[src/rtl/pusch_scrambler_pkg.sv]
// Shared NB-IoT uplink definitions: FSM encoding, Gold-sequence constants
// and the single-step LFSR recurrences used by the PUSCH scrambler.
package pusch_scrambler_pkg;

  typedef enum logic [1:0] {
    ST_IDLE   = 2'd0,
    ST_WARMUP = 2'd1,
    ST_RUN    = 2'd2
  } state_t;

  localparam int NC_DEFAULT = 1600;
  localparam int LFSR_W     = 31;

  localparam int X1_TAP   = 3;
  localparam int X2_TAP_A = 1;
  localparam int X2_TAP_B = 2;
  localparam int X2_TAP_C = 3;

  localparam logic [LFSR_W-1:0] X1_INIT = 31'd1;

  // Bit i of each register holds x(n+i); one step shifts in x(n+31).
  function automatic logic [LFSR_W-1:0] x1Step(input logic [LFSR_W-1:0] s);
    return {s[X1_TAP] ^ s[0], s[LFSR_W-1:1]};
  endfunction

  function automatic logic [LFSR_W-1:0] x2Step(input logic [LFSR_W-1:0] s);
    return {s[X2_TAP_C] ^ s[X2_TAP_B] ^ s[X2_TAP_A] ^ s[0], s[LFSR_W-1:1]};
  endfunction

endpackage

[src/rtl/pusch_scrambler_gold_seq_gen.sv]
// Gold-sequence generator: the x1/x2 LFSR pair with load and advance control.
// o_c is the current sequence bit c(n) = x1(n) ^ x2(n) relative to the load point.
module gold_seq_gen
  import pusch_scrambler_pkg::*;
(
  input  logic              clk,
  input  logic              reset,
  input  logic              i_load,
  input  logic [LFSR_W-1:0] i_c_init,
  input  logic              i_advance,
  output logic              o_c
);

  logic [LFSR_W-1:0] r_x1;
  logic [LFSR_W-1:0] r_x2;

  // Load wins over advance so a restart always begins from a clean seed.
  always_ff @(posedge clk or posedge reset) begin
    if (reset) begin
      r_x1 <= '0;
      r_x2 <= '0;
    end else if (i_load) begin
      r_x1 <= X1_INIT;
      r_x2 <= i_c_init;
    end else if (i_advance) begin
      r_x1 <= x1Step(r_x1);
      r_x2 <= x2Step(r_x2);
    end
  end

  assign o_c = r_x1[0] ^ r_x2[0];

endmodule

[src/rtl/pusch_scrambler.sv]
// PUSCH bit scrambler: fast-forwards the Gold generator by NC steps, then
// XORs each accepted input bit with the next sequence bit.
module pusch_scrambler
  import pusch_scrambler_pkg::*;
#(
  parameter int NC = NC_DEFAULT,
  parameter int LW = 16
) (
  input  logic              clk,
  input  logic              reset,
  input  logic              start,
  input  logic [LFSR_W-1:0] c_init,
  input  logic [LW-1:0]     len,
  input  logic              in_en,
  input  logic              d_in,
  output logic              ready,
  output logic              y,
  output logic              out_en,
  output logic              done
);

  localparam int WW = $clog2(NC + 1);
  localparam logic [WW-1:0] WARM_LAST = WW'(NC - 1);

  state_t          r_state;
  logic [WW-1:0]   r_warm;
  logic [LW-1:0]   r_cnt;
  logic [LW-1:0]   r_len;
  logic            r_ready;
  logic            r_y;
  logic            r_out_en;
  logic            r_done;

  logic            w_c;
  logic            w_accept;
  logic            w_advance;

  // start has priority over any data bit offered in the same cycle.
  assign w_accept  = (r_state == ST_RUN) && in_en && !start;
  assign w_advance = ((r_state == ST_WARMUP) && !start) || w_accept;

  gold_seq_gen u_gold (
    .clk       (clk),
    .reset     (reset),
    .i_load    (start),
    .i_c_init  (c_init),
    .i_advance (w_advance),
    .o_c       (w_c)
  );

  always_ff @(posedge clk or posedge reset) begin
    if (reset) begin
      r_state  <= ST_IDLE;
      r_warm   <= '0;
      r_cnt    <= '0;
      r_len    <= '0;
      r_ready  <= 1'b0;
      r_y      <= 1'b0;
      r_out_en <= 1'b0;
      r_done   <= 1'b0;
    end else begin
      r_out_en <= 1'b0;
      r_done   <= 1'b0;
      if (start) begin
        r_state <= ST_WARMUP;
        r_warm  <= '0;
        r_cnt   <= '0;
        r_len   <= len;
        r_ready <= 1'b0;
      end else begin
        case (r_state)
          ST_IDLE: begin
            r_ready <= 1'b0;
          end
          ST_WARMUP: begin
            r_warm <= r_warm + WW'(1);
            // An empty codeword finishes right at the end of the fast-forward.
            if (r_warm == WARM_LAST) begin
              if (r_len == '0) begin
                r_state <= ST_IDLE;
                r_done  <= 1'b1;
              end else begin
                r_state <= ST_RUN;
                r_ready <= 1'b1;
              end
            end
          end
          ST_RUN: begin
            if (in_en) begin
              r_y      <= d_in ^ w_c;
              r_out_en <= 1'b1;
              r_cnt    <= r_cnt + LW'(1);
              if (r_cnt == r_len - LW'(1)) begin
                r_done  <= 1'b1;
                r_state <= ST_IDLE;
                r_ready <= 1'b0;
              end
            end
          end
          default: begin
            r_state <= ST_IDLE;
            r_ready <= 1'b0;
          end
        endcase
      end
    end
  end

  assign ready  = r_ready;
  assign y      = r_y;
  assign out_en = r_out_en;
  assign done   = r_done;

endmodule

[config.mk]
export PLATFORM = sky130hd
export DESIGN_NAME = pusch_scrambler
export DESIGN_NICKNAME = d
export VERILOG_FILES = /design/src/rtl/pusch_scrambler_pkg.sv /design/src/rtl/pusch_scrambler_gold_seq_gen.sv /design/src/rtl/pusch_scrambler.sv
export SDC_FILE = /design/constraint.sdc
export NUM_CORES = 1
export LEC_CHECK = 0
export ABC_AREA = 1
export BUFFER_PORTS_ARGS = -buffer_cell sky130_fd_sc_hd__buf_2
export CORE_UTILIZATION = 40
export CTS_BUF_LIST = sky130_fd_sc_hd__clkbuf_16
export CTS_CLUSTER_SIZE = 25
export DETAILED_ROUTE_END_ITERATION = 6
export PLACE_DENSITY = 0.57
export SLEW_MARGIN = 20
export SYNTH_ARGS = -nofsm -noshare
export SYNTH_HDL_FRONTEND = slang
export SYNTH_SLANG_ARGS = --single-unit
[constraint.sdc]
create_clock -name clk -period 4.22 [get_ports clk]
set_clock_uncertainty 0.2 [all_clocks]
set_input_delay 0.844 -clock clk [delete_from_list [all_inputs] [get_ports clk]]
set_output_delay 0.844 -clock clk [all_outputs]
set_load 0.03 [all_outputs]
# [Word-level counts from Yosys, hierarchy flattened]
# Cells that the tools add are included.
[totals] in_bits=52 out_inout_bits=4 word_cells=74 register_bits=111
[op_classes] n_reduce_logical=15 n_bitwise=7 muxes=30 addsub=3 eq_ne=9
[op_table] op="31-bit 2-to-1 mux" n=4
[op_table] op="16-bit 2-to-1 mux" n=3
[op_table] op="11-bit 2-to-1 mux" n=2
[op_table] op="16-bit by 1-bit adder with 16-bit output (second input constant)" n=1
[op_table] op="16-bit equality test" n=1
[op_table] op="16-bit zero test" n=1
[op_table] op="16-bit by 1-bit subtractor with 16-bit output (second input constant)" n=1
[op_table] op="1-bit 2-to-1 mux" n=13
[op_table] op="11-bit by 1-bit adder with 11-bit output (second input constant)" n=1
[op_table] op="11-bit equality test (second input constant)" n=1
[op_table] op="2-bit 2-to-1 mux" n=5
[op_table] op="4-bit AND reduction" n=2
[op_table] op="2-bit nonzero test" n=4
[op_table] op="3-bit by 2-bit inequality test with 1-bit output (second input constant)" n=2
[op_table] op="3-bit inequality test (second input constant)" n=2
[op_table] op="2-bit one-hot mux with 3 select lines" n=1
[op_table] op="1-bit XOR" n=6
[op_table] op="1-bit one-hot mux with 2 select lines" n=2
[op_table] op="1-bit logical AND" n=3
[op_table] op="3-bit AND reduction" n=1
[op_table] op="2-bit by 1-bit equality test with 1-bit output (second input constant)" n=1
[op_table] op="2-bit equality test (second input constant)" n=1
[op_table] op="2-bit zero test" n=1
[op_table] op="2-bit inequality test (second input constant)" n=1
[op_table] op="other kinds (4)" n=4

# [Logic depth before layout (Yosys ltp)]
[depth] ltp_word=6 ltp_mapped=18

# [By module]
# From an unflattened synthesis, not the netlist that was laid out.
[unflattened] cells_unflattened=705 hier_area_um2=5677.9
[modules_own_cells] mod="pusch_scrambler" cells_each=414 area_per_inst_um2=2967.8 n_inst=1
[modules_own_cells] mod="gold_seq_gen" cells_each=291 area_per_inst_um2=2710.1 n_inst=1

# [Worst setup path before layout]
# Ideal clock, no wire load.
[synth_timing] kind="input port to flip-flop" startpoint="input port in_en" endpoint="register u_gold.r_x2[30]" arrival_ns=1.866 setup_time_ns=0.124 path_buffers=2 cell_stages=10 required_time_ns=3.896 path_slack_ns=2.030 path_cell_list="nand2_1 -> inv_2 -> nor2_1 -> inv_2 -> nor2_2 -> inv_2 -> buf_2 -> buf_2 -> o211ai_1 -> nand2_1"
[synth_via] elab_chain_len=4
[synth_lines] item="start: declaration" line="pusch_scrambler.sv:14" text="input logic in_en,"
[synth_lines] item="1-bit logical AND (2 in series)" line="pusch_scrambler.sv:39" text="assign w_accept = (r_state == ST_RUN) && in_en && !start;"
[synth_lines] item="1-bit logical OR" line="pusch_scrambler.sv:40" text="assign w_advance = ((r_state == ST_WARMUP) && !start) || w_accept;"
[synth_lines] item="2-bit nonzero test (no line)"
[synth_lines] item="end signal: assignment" line="pusch_scrambler_gold_seq_gen.sv:24" text="r_x2 <= i_c_init;"
[synth_lines] item="end signal: assignment" line="pusch_scrambler_gold_seq_gen.sv:27" text="r_x2 <= x2Step(r_x2);"
[synth_lines] item="end: declaration" line="pusch_scrambler_gold_seq_gen.sv:15" text="logic [LFSR_W-1:0] r_x2;"
# No other way between the ends.
# A chain may end at the register's enable or synchronous reset.

# [Worst setup path in the final report]
[layout_timing] startpoint="input port start" endpoint="register r_state[0]"
[layout_via] elab_chain_len=2
[layout_lines] item="start: declaration" line="pusch_scrambler.sv:11" text="input logic start,"
[layout_lines] item="3-bit by 2-bit inequality test with 1-bit output (no line), or another cell as far along"
[layout_lines] item="4-bit AND reduction (no line)"
[layout_lines] item="end signal: assignment" line="pusch_scrambler.sv:53" text="r_state <= ST_IDLE;"
[layout_lines] item="end signal: assignment" line="pusch_scrambler.sv:65" text="r_state <= ST_WARMUP;"
[layout_lines] item="end signal: assignment" line="pusch_scrambler.sv:80" text="r_state <= ST_IDLE;"
[layout_lines] item="end: declaration" line="pusch_scrambler.sv:25" text="state_t r_state;"
# Several ways; a longest one is shown, not always the timed one.

==> impl_metrics.toml <==
[status]
status = "finished clean"

[yosys]
synth-main-ff-cell = "dfrtp_1"
ys_types = 39
ys_seq_elements = 111
syn-num-nets = 764
synth-async-reset-ratio_pct = 100
synth_top_area_share_pct = 49.0
synth_edf_count = 0
synth_area_per_cell_um2 = 8.04
yosys_warnings = 0
synth_area_leaders = "dfrtp_1 49%, nand2_1 13%, nor2_1 4.8%"
yosys.area.top_type = "dfrtp_1"
yosysSeqAreaShare_pct = 49.0
syn-instance-count = 706
synth_area_mm2 = 0.00567

[cells_and_area]
layout-drive-gt1-share_pct = 16.1
seq_area_mm2 = 0.00278
syn2layout_area_growth_pct = 13.6
layout.cells.most_common = "nand2_1"
finalInstanceArea_mm2 = 0.00645
multi_input_area_mm2 = 0.00249
final_cell_mix = "196 x nand2_1, 111 x dfrtp_1, 73 x nor2_1"
nets = 805
diodes = 0
fillerInstances = 1363

[critical_path]
cp.required_ps = 4240
cp-end-kind = "flop"
cp-start-kind = "primary input"
path_class = "in -> reg"
crit_fanout = 56
cp_data_arrival_time_ps = 2540

[sta]
fin_crit_sh_pct = 59.7
max_slew_margin_pct = 51.8
tightest_slew_ps = 723
rsz0062_at_grt = "false"
drv_slew = 0
setup_viol = 0
period_minus_slack_ps = 2520
hold_violations = 0
max_freq_mhz = 397
tns_ps = 0

[clocking]
ctsHtreeMaxLevel = 3
cts_tree = "yes"
clock_sinks = 111
path_clk_slew_ps = 70
postCtsSetupBuffers = 0
clk_latency_ps = 360
clk_path_buf_depth = 2
clock-root-buffer = "clkbuf_16"
numCtsBuffers = 9
holdBufCountCts = 0
cts_resized = 0

[power]
vdd_drop_max_mv = 0.315
clkPwrFrac_pct = 33.7
seq_power_share_pct = 47.1
power.switching_uw = 849
p_leak_uw = 0.00297
combinationalPowerShare_pct = 19.2
p_int_uw = 1940
switching_share_pct = 30.5
p_per_area_mw_per_mm2 = 432

[placement]
place.gp.congestion = 0.813
dpl_cell_area_mm2 = 0.00612
hpwl_um = 7820
portBuffers = 55

[route]
drt-initial-drc-count = 340
drcViolationCount = 0
routed_wl_um = 11900
routedWlPerCell_um = 12.8
viasPerCell = 4.97
dr.pass1.iters = 4
vias = 4635
drtAntennaViolNets = 0

[floorplan]
die_w_um = 121
die_y_um = 121
pin_count = 56
start_util_pct = 40.9
dieArea_mm2 = 0.0147
coreArea_mm2 = 0.0139
rows = 43

[global_routing]
track_usage_pct = 17.9
grt_pass1_wl_um = 20800
grt_pass1_vias = 4424
grt.overflow.total = 0
grt_max_degree = 112
antenna_found_initial = 0

[job]
max_cap_violations = 0

[hold_path]
hold_path.class = "reg -> reg"
==> critical path: stages <==
cell     delay (ps)
buf_2           440
buf_4           600
nor2_1          170
a22oi_1         270
nand2_2          90
nand2_1          70
nand2_1          50
==> Yosys cell counts (all sizes together) (2+ instances only) <==
cell    number
a21oi       19
a31oi       31
buf         10
clkbuf      20
dfrtp      111
ha           6
inv         74
nand2      200
nand3       34
nand4        6
nor2        89
nor3         9
nor3b        2
nor4         6
o21ai       49
o31ai       14
xnor2        5
xor2        12
==> per-stage QoR <==
stage	util, %	instances	worst slack [ps]	hold slack, ps	total power (uW)
2_1_floorplan	-	706	245	246	1730
6_report	46.4	932	1700	286	2790
3_3_place_gp	44.1	916	1360	261	1850
4_1_cts	46.4	932	1670	287	2830
5_1_grt	46.4	932	1500	311	2970
3_5_place_dp	44.1	916	1310	266	1870
==> layout make-up <==
class	count	area share, %
Sequential cell	111	43.1
Multi-Input combinational cell	490	38.6
Timing Repair Buffer	60	5.24
Inverter	75	4.41
Clock buffer	9	3.49
Tap cell	180	3.49
Clock inverter	7	1.65
==> power by group through the flow <==
stage               clock [uW]  sequential, uW  combinational (uW)
floorplan                    0            1310                 412
global placement             0            1330                 528
detailed placement           0            1330                 543
CTS                        971            1310                 545
global route              1010            1330                 620
finish                     938            1310                 535
==> state kept, by name, summed over array words and instances, names as in the netlist <==
name,count
u_gold.r_x1,31
u_gold.r_x2,31
r_cnt,16
r_len,16
r_warm,11
r_state,2
done,1
out_en,1
ready,1
y,1
==> cells by family (layout without fill, tap and decap cells) <==
logic type / after synthesis / count (layout) / synth area share [%]
AOI/OAI and AO/OA: 119 / 119 / 12.1
xor gates and xnor gates: 17 / 17 / 2.62
adders and majority gates: 6 / 6 / 1.32
buffers and inverters: 105 / 151 / 7.14
DFF: 111 / 111 / 49.0
and+or+nand+nor: 348 / 348 / 27.8
==> routing by layer <==
metal | GRT usage (%) | up-vias | wire length, um
li1 | - | 2358 | -
met1 | 23.4 | 2201 | 5650
met2 | 29.6 | 69 | 5750
met3 | 4.65 | 7 | 416
met4 | 4.32 | 0 | 108
met5 | 0 | - | 0
==> final timing paths <==
check                           depth (start not counted)  slack (ps)                         from                     endpoint
worst max-delay path                                    7        1700                        start       r_state[0]$_DFFE_PP0P_
worst min-delay path                                    2         290  u_gold.r_x2[30]$_DFFE_PP0P_  u_gold.r_x2[30]$_DFFE_PP0P_
worst max register to register                         12        1860       r_state[0]$_DFFE_PP0P_   u_gold.r_x1[2]$_DFFE_PP0P_
worst min register to register                          2         290  u_gold.r_x2[30]$_DFFE_PP0P_  u_gold.r_x2[30]$_DFFE_PP0P_
max in group asynchronous                               3        2910                        reset         r_len[6]$_DFFE_PP0P_
min in group asynchronous                               3         390                        reset       r_warm[10]$_DFFE_PP0P_
Note: power is estimated with default switching activity, not from simulation.
